===== src/rtl/parking_checkin_if.sv =====
// Entry-side parking bus: arrival button and release requests in,
// time base, entry stamps, occupancy and grant/reject/error pulses out.
interface parking_checkin_if;
  logic        checkin_btn;
  logic        release_valid;
  logic [3:0]  release_slot;
  logic [10:0] timer;
  logic [10:0] p1;
  logic [10:0] p2;
  logic [10:0] p3;
  logic [10:0] p4;
  logic [10:0] p5;
  logic [10:0] p6;
  logic [5:0]  occupied;
  logic        full;
  logic        checkin_ack;
  logic [3:0]  checkin_slot;
  logic        checkin_rej;
  logic        release_err;

  // Driver side: the arrival button and the checkout release path.
  modport master (
    output checkin_btn, release_valid, release_slot,
    input  timer, p1, p2, p3, p4, p5, p6, occupied, full,
    input  checkin_ack, checkin_slot, checkin_rej, release_err
  );

  // Allocator side.
  modport slave (
    input  checkin_btn, release_valid, release_slot,
    output timer, p1, p2, p3, p4, p5, p6, occupied, full,
    output checkin_ack, checkin_slot, checkin_rej, release_err
  );
endinterface


===== src/rtl/parking_checkin.sv =====
// Parking entry allocator: free-running time base, lowest-free-slot grant on each
// button press with entry timestamp, and slot release driven by checkout.
module parking_checkin #(
  parameter int TICK_DIV = 100_000_000
) (
  input  logic               clk,
  input  logic               rst_n,
  parking_checkin_if.slave   bus
);

  localparam int PW = (TICK_DIV > 2) ? $clog2(TICK_DIV) : 1;
  localparam logic [PW-1:0] PRESC_LAST = PW'(TICK_DIV - 1);

  typedef enum logic [1:0] {IDLE, GRANT, WAIT_LOW} state_t;

  state_t         state_q, state_d;
  logic [PW-1:0]  presc_q, presc_d;
  logic [10:0]    timer_q, timer_d;
  logic           btn_q;
  logic [5:0]     occ_q, occ_d;
  logic [3:0]     slot_q, slot_d;
  logic           ack_q, ack_d;
  logic           rej_q, rej_d;
  logic           rel_err_q, rel_err_d;

  logic           rise;
  logic           grant_now;
  logic           free_found;
  logic [2:0]     free_idx;
  logic [5:0]     gnt_mask;
  logic [5:0]     rel_mask;
  logic           rel_ok;
  logic [10:0]    stamps [6];

  assign rise = bus.checkin_btn & ~btn_q;

  // Time base
  always_comb begin
    presc_d = presc_q + PW'(1);
    timer_d = timer_q;
    if (presc_q == PRESC_LAST) begin
      presc_d = '0;
      timer_d = timer_q + 11'd1;
    end
  end

  // Lowest free slot, judged on occupancy before any same-cycle release.
  always_comb begin
    free_found = 1'b0;
    free_idx   = 3'd0;
    for (int k = 5; k >= 0; k--) begin
      if (!occ_q[k]) begin
        free_found = 1'b1;
        free_idx   = 3'(k);
      end
    end
  end

  always_comb begin
    state_d   = state_q;
    grant_now = 1'b0;
    ack_d     = 1'b0;
    rej_d     = 1'b0;
    slot_d    = slot_q;
    case (state_q)
      IDLE: begin
        if (rise) state_d = GRANT;
      end
      GRANT: begin
        grant_now = 1'b1;
        if (free_found) begin
          ack_d  = 1'b1;
          slot_d = {1'b0, free_idx} + 4'd1;
        end else begin
          rej_d = 1'b1;
        end
        state_d = WAIT_LOW;
      end
      WAIT_LOW: begin
        if (!bus.checkin_btn) state_d = IDLE;
      end
      default: state_d = IDLE;
    endcase
  end

  genvar gi;
  generate
    for (gi = 0; gi < 6; gi++) begin : g_slot
      logic [10:0] stamp_q;

      assign gnt_mask[gi] = grant_now & free_found & (free_idx == 3'(gi));
      assign rel_mask[gi] = bus.release_valid & (bus.release_slot == 4'(gi + 1));

      always_ff @(posedge clk or negedge rst_n) begin
        if (!rst_n) begin
          stamp_q <= '0;
        end else if (gnt_mask[gi]) begin
          stamp_q <= timer_q;
        end
      end

      assign stamps[gi] = stamp_q;
    end
  endgenerate

  // A release only counts if it names an occupied slot 1..6; anything else is an error.
  assign rel_ok    = |(rel_mask & occ_q);
  assign rel_err_d = bus.release_valid & ~rel_ok;
  assign occ_d     = (occ_q & ~rel_mask) | gnt_mask;

  always_ff @(posedge clk or negedge rst_n) begin
    if (!rst_n) begin
      state_q   <= IDLE;
      presc_q   <= '0;
      timer_q   <= '0;
      btn_q     <= 1'b0;
      occ_q     <= '0;
      slot_q    <= '0;
      ack_q     <= 1'b0;
      rej_q     <= 1'b0;
      rel_err_q <= 1'b0;
    end else begin
      state_q   <= state_d;
      presc_q   <= presc_d;
      timer_q   <= timer_d;
      btn_q     <= bus.checkin_btn;
      occ_q     <= occ_d;
      slot_q    <= slot_d;
      ack_q     <= ack_d;
      rej_q     <= rej_d;
      rel_err_q <= rel_err_d;
    end
  end

  assign bus.timer        = timer_q;
  assign bus.p1           = stamps[0];
  assign bus.p2           = stamps[1];
  assign bus.p3           = stamps[2];
  assign bus.p4           = stamps[3];
  assign bus.p5           = stamps[4];
  assign bus.p6           = stamps[5];
  assign bus.occupied     = occ_q;
  assign bus.full         = &occ_q;
  assign bus.checkin_ack  = ack_q;
  assign bus.checkin_slot = slot_q;
  assign bus.checkin_rej  = rej_q;
  assign bus.release_err  = rel_err_q;

endmodule


===== src/flat_wrapper.sv =====
// flat-port wrapper written by rule: the top's interface ports become plain ports
module parking_checkin_flat 
#(
  parameter int TICK_DIV = 100_000_000
)
  (clk, rst_n, bus_checkin_btn, bus_release_valid, bus_release_slot, bus_timer, bus_p1, bus_p2, bus_p3, bus_p4, bus_p5, bus_p6, bus_occupied, bus_full, bus_checkin_ack, bus_checkin_slot, bus_checkin_rej, bus_release_err);
  parking_checkin_if bus_i ();
  input  logic clk;
  input  logic rst_n;
  input wire logic [$bits(bus_i.checkin_btn)-1:0] bus_checkin_btn;
  input wire logic [$bits(bus_i.release_valid)-1:0] bus_release_valid;
  input wire logic [$bits(bus_i.release_slot)-1:0] bus_release_slot;
  output wire logic [$bits(bus_i.timer)-1:0] bus_timer;
  output wire logic [$bits(bus_i.p1)-1:0] bus_p1;
  output wire logic [$bits(bus_i.p2)-1:0] bus_p2;
  output wire logic [$bits(bus_i.p3)-1:0] bus_p3;
  output wire logic [$bits(bus_i.p4)-1:0] bus_p4;
  output wire logic [$bits(bus_i.p5)-1:0] bus_p5;
  output wire logic [$bits(bus_i.p6)-1:0] bus_p6;
  output wire logic [$bits(bus_i.occupied)-1:0] bus_occupied;
  output wire logic [$bits(bus_i.full)-1:0] bus_full;
  output wire logic [$bits(bus_i.checkin_ack)-1:0] bus_checkin_ack;
  output wire logic [$bits(bus_i.checkin_slot)-1:0] bus_checkin_slot;
  output wire logic [$bits(bus_i.checkin_rej)-1:0] bus_checkin_rej;
  output wire logic [$bits(bus_i.release_err)-1:0] bus_release_err;
  assign bus_i.checkin_btn = bus_checkin_btn;
  assign bus_i.release_valid = bus_release_valid;
  assign bus_i.release_slot = bus_release_slot;
  assign bus_timer = bus_i.timer;
  assign bus_p1 = bus_i.p1;
  assign bus_p2 = bus_i.p2;
  assign bus_p3 = bus_i.p3;
  assign bus_p4 = bus_i.p4;
  assign bus_p5 = bus_i.p5;
  assign bus_p6 = bus_i.p6;
  assign bus_occupied = bus_i.occupied;
  assign bus_full = bus_i.full;
  assign bus_checkin_ack = bus_i.checkin_ack;
  assign bus_checkin_slot = bus_i.checkin_slot;
  assign bus_checkin_rej = bus_i.checkin_rej;
  assign bus_release_err = bus_i.release_err;
  parking_checkin #(.TICK_DIV(TICK_DIV)) u_core (.clk(clk), .rst_n(rst_n), .bus(bus_i));
endmodule

===== config.mk =====
export PLATFORM = sky130hd
export DESIGN_NAME = parking_checkin_flat
export DESIGN_NICKNAME = d
export VERILOG_FILES = /design/src/rtl/parking_checkin_if.sv /design/src/rtl/parking_checkin.sv /design/src/flat_wrapper.sv
export SDC_FILE = /design/constraint.sdc
export NUM_CORES = 1
export LEC_CHECK = 0
export CELL_PAD_IN_SITES_DETAIL_PLACEMENT = 0
export CELL_PAD_IN_SITES_GLOBAL_PLACEMENT = 1
export CORE_MARGIN = 8
export CORE_UTILIZATION = 41
export DETAILED_ROUTE_END_ITERATION = 10
export PLACE_DENSITY_LB_ADDON = 0.15
export REMOVE_ABC_BUFFERS = 1
export SETUP_SLACK_MARGIN = 0.05
export SLEW_MARGIN = 20
export SYNTH_ARGS = -nofsm -noshare
export SYNTH_HDL_FRONTEND = slang
export SYNTH_SLANG_ARGS = --single-unit
export TNS_END_PERCENT = 30

===== constraint.sdc =====
create_clock -name clk -period 2.8 [get_ports clk]
set_input_delay 0.42 -clock clk [delete_from_list [all_inputs] [get_ports clk]]
set_output_delay 0.42 -clock clk [all_outputs]
set_load 0.03 [all_outputs]

==> results.yml <==
run_status:
  outcome: "complete, no violations"
min_path:
  hold_path_class: "in -> async"
drt:
  detailroute.via_count: 3408
  drt_initial_violations: 164
  routed_wire_length_per_instance_um: 18.00
  detailedRoute.firstPassIterationCount: 4
  post_drt_via_cell_ratio: 5.004
  drt_wl_total_um: 12260
  antenna_violating_nets_post_route: 0
  drc: 0
global_route:
  top_usage_layer: "met2"
  grtUsageMet3_pct: 6.364
  track_usage_pct: 15.76
  grt.overflow.total: 0
  grt_max_degree: 52
  met2_usage_pct: 24.34
  first_global_vias: 3508
  grt_pass1_wl_um: 19630
  grt_antenna_before_repair: 0
  global_route.usage.met1_pct: 19.60
cells_and_area:
  post_route_cells_drive_above_1_share_pct: 23.59
  antennaDiodeCount: 0
  final_layout_net_count: 515
  area_growth_pct: 34.86
  multi_input_logic_area_um2: 1958
  finish.utilization_pct: 56.98
  fill_cells: 1051
  layout.area.seq_um2: 3003
sta:
  rsz0062_at_grt: "no"
  final_hold_viol_count: 0
  setup_violations: 0
  clock.fmax_mhz: 420.8
  fin_max_slew_vios: 0
  slew_headroom_pct: 51.00
  period_share_pct: 84.87
  finalClockSkew_ns: 0.005885
  fin_tns_setup_ns: 0
  period_needed_ns: 2.376
  transition_time_at_the_pin_with_the_least_slew_margin_ns: 0.7350
die:
  chipWidth_um: 127.5
  die_h_um: 127.5
  pin_count: 99
  floorplan.initialDensity_pct: 42.25
  rows: 40
  area_of_the_placeable_core_um2: 12060
  die_area_um2: 16250
pwr:
  power.static_leakage_uw: 0.003226
  ir_worst_vdd_mv: 0.3333
  power.density_nw_per_um2: 672.9
worst_setup_path:
  path_common_cell: "sky130_fd_sc_hd__inv_1"
  worst_setup_path_start_kind: "flop"
  end_kind: "flop"
  cp_slowest_stage_delay_ns: 0.43
  path_buf_inv: 2
  timing.reg2reg.worst_path_depth: 8
  path_class: "reg -> reg"
  timing.critical_path.fanout_max: 12
  cp_top_family: "compound AO/OA/AOI/OAI gates"
  arrival_time_of_data_at_the_critical_path_endpoint_ns: 2.66
  cp.depth: 8
  crit_path_top_delay_cell: "sky130_fd_sc_hd__dfrtp_1"
  worst-endpoint-required_ns: 3.09
  path_cells: "inv_1, o21ai_0, nand2_1, a21boi_0, inv_1, ha_1, and3_1, mux2_2"
clock_tree:
  cts_tree: "built"
  tritoncts.num_buffers: 17
  post_cts.repair.setup_buffers: 0
  holdBufCountCts: 0
  number_of_gates_given_a_new_drive_strength_after_cts: 0
  ctsLongestPathBuffers: 2
  cts_max_level: 4
  root_buffer: "sky130_fd_sc_hd__clkbuf_16"
  clk_sink_count: 120
  worst_skew_late_latency_ns: 0.41
  reg_clk_slew_reported_paths_ns: 0.05
synth:
  post_synth_inst_count: 394
  synth_fa_ha_area_share_pct: 1.719
  portion_of_netlist_area_occupied_by_mux_cells_pct: 15.39
  combinational_family_with_the_most_area_after_synthesis: "multiplexers"
  mean_cell_area_of_the_mapped_netlist_um2: 12.93
  synthesis.area_um2: 5096
  synth_compound_area_share_pct: 2.406
  yosys-top-cells-area: "sky130_fd_sc_hd__dfrtp_1 59%, sky130_fd_sc_hd__mux2_2 15%, sky130_fd_sc_hd__xnor2_1 3.8%"
  post-synth-top-count-cell: "sky130_fd_sc_hd__dfrtp_1"
  netlist_top_cells_count: "120 x sky130_fd_sc_hd__dfrtp_1, 67 x sky130_fd_sc_hd__mux2_2, 23 x sky130_fd_sc_hd__nand2_1"
  postSynthRegisterBits: 120
  post_synthesis_share_of_cell_area_spent_on_and_or_nand_and_nor_gates_pct: 12.96
  synth_top_flop_cell: "sky130_fd_sc_hd__dfrtp_1"
  synthDominantCellAreaShare_pct: 58.92
  post_synth_xor_area_fraction_pct: 5.942
  synth_async_reset_ratio_pct: 100.0
  synth-edff-count: 0
  post_synth_num_cell_types: 44
  synth_top_cell_by_area: "sky130_fd_sc_hd__dfrtp_1"
  total_number_of_yosys_warnings: 0
  synth-seq-area-share_pct: 58.92
placed_design:
  routability_congestion_estimate: 0.8311
  hpwlAfterDp_um: 8458
  io_buffers: 98
run:
  max_cap_violations: 0
==> metal layers <==
metal  up-vias  wire length (um)  part of all wire [%]
met2        78              5809                    47
met5         -                 0                     0
met3        10               794                   6.5
li1       1585                 -                     -
met4         0               112                  0.91
met1      1735              5543                    45
==> final cells by class <==
type | instances | share of cell area, %
sequential | 120 | 43.69
multi-input combinational | 245 | 28.49
timing repair buffer | 105 | 15.36
clock buffer | 25 | 7.500
tap | 168 | 3.058
clock inverter | 7 | 1.293
inverter | 11 | 0.6008
==> where the power goes <==
group / switching (uW) / internal (uW)
sequential: 81.9 / 1800
combinational: 337 / 216
clock: 744 / 1450
==> final timing paths <==
path,to,startpoint,slack (ns)
max,u_core.bus.p1[10]$_DFFE_PN0P_,u_core.bus.occupied[4]$_DFF_PN0_,0.42
min,u_core.btn_q$_DFF_PN0_,rst_n,0.04
max reg2reg,u_core.bus.p1[10]$_DFFE_PN0P_,u_core.bus.occupied[4]$_DFF_PN0_,0.42
min reg2reg,u_core.state_q[0]$_DFFE_PN0P_,u_core.btn_q$_DFF_PN0_,0.43
max in group asynchronous,u_core.presc_q[1]$_DFF_PN0_,rst_n,2.02
min in group clk,u_core.state_q[0]$_DFFE_PN0P_,u_core.btn_q$_DFF_PN0_,0.43
==> sequential cells by signal (all words and copies together), names as in the netlist, 2 cells and up <==
register and count:
u_core.presc_q 27, u_core.bus.occupied 6, u_core.bus.p2 11, u_core.bus.p4 11
u_core.bus.timer 11, u_core.bus.p3 11, u_core.bus.p1 11, u_core.state_q 2
u_core.bus.p6 11, u_core.bus.checkin_slot 4, u_core.bus.p5 11
==> per-stage QoR <==
stage | cells | worst slack (ns) | hold WS [ns] | instance area [um^2] | power [uW]
after CTS | 681 | 0.3827 | 0.06355 | 6873 | 4673
after detailed placement | 649 | 0.4272 | 0.4144 | 6269 | 2468
final | 681 | 0.4236 | 0.04042 | 6873 | 4625
after global placement | 649 | 0.5090 | 0.3931 | 6269 | 2458
after floorplan | 376 | 0.5471 | 0.1244 | 5002 | 2198
after global routing | 681 | 0.1254 | 0.08362 | 6873 | 4811
==> worst reg2reg max path, stage by stage (launching register included) <==
cell,delay (ns)
sky130_fd_sc_hd__dfrtp_1,0.43
sky130_fd_sc_hd__inv_1,0.05
sky130_fd_sc_hd__o21ai_0,0.15
sky130_fd_sc_hd__nand2_1,0.06
sky130_fd_sc_hd__a21boi_0,0.42
sky130_fd_sc_hd__inv_1,0.13
sky130_fd_sc_hd__ha_1,0.24
sky130_fd_sc_hd__and3_1,0.39
sky130_fd_sc_hd__mux2_2,0.39
==> cells by family after synthesis <==
logic type | Yosys count
DFF | 120
and+or+nand+nor | 116
buffers and inverters | 29
muxes | 70
xor gates and xnor gates | 32
adders and majority gates | 7
AOI/OAI and AO/OA | 20
==> layout by cell type (no fill, tap or decap), types with 8 or more instances in the layout <==
cell type and instances:
sky130_fd_sc_hd__and3_1 11, sky130_fd_sc_hd__clkbuf_16 17, sky130_fd_sc_hd__clkdlybuf4s50_1 97, sky130_fd_sc_hd__dfrtp_1 120, sky130_fd_sc_hd__inv_1 11, sky130_fd_sc_hd__mux2_2 67, sky130_fd_sc_hd__nand2_1 23, sky130_fd_sc_hd__nand3_1 11
sky130_fd_sc_hd__nand4_1 12, sky130_fd_sc_hd__nor2_1 20, sky130_fd_sc_hd__nor3_1 8, sky130_fd_sc_hd__o21ai_0 11, sky130_fd_sc_hd__xnor2_1 22
No activity file was read; power rests on OpenSTA's default activity.
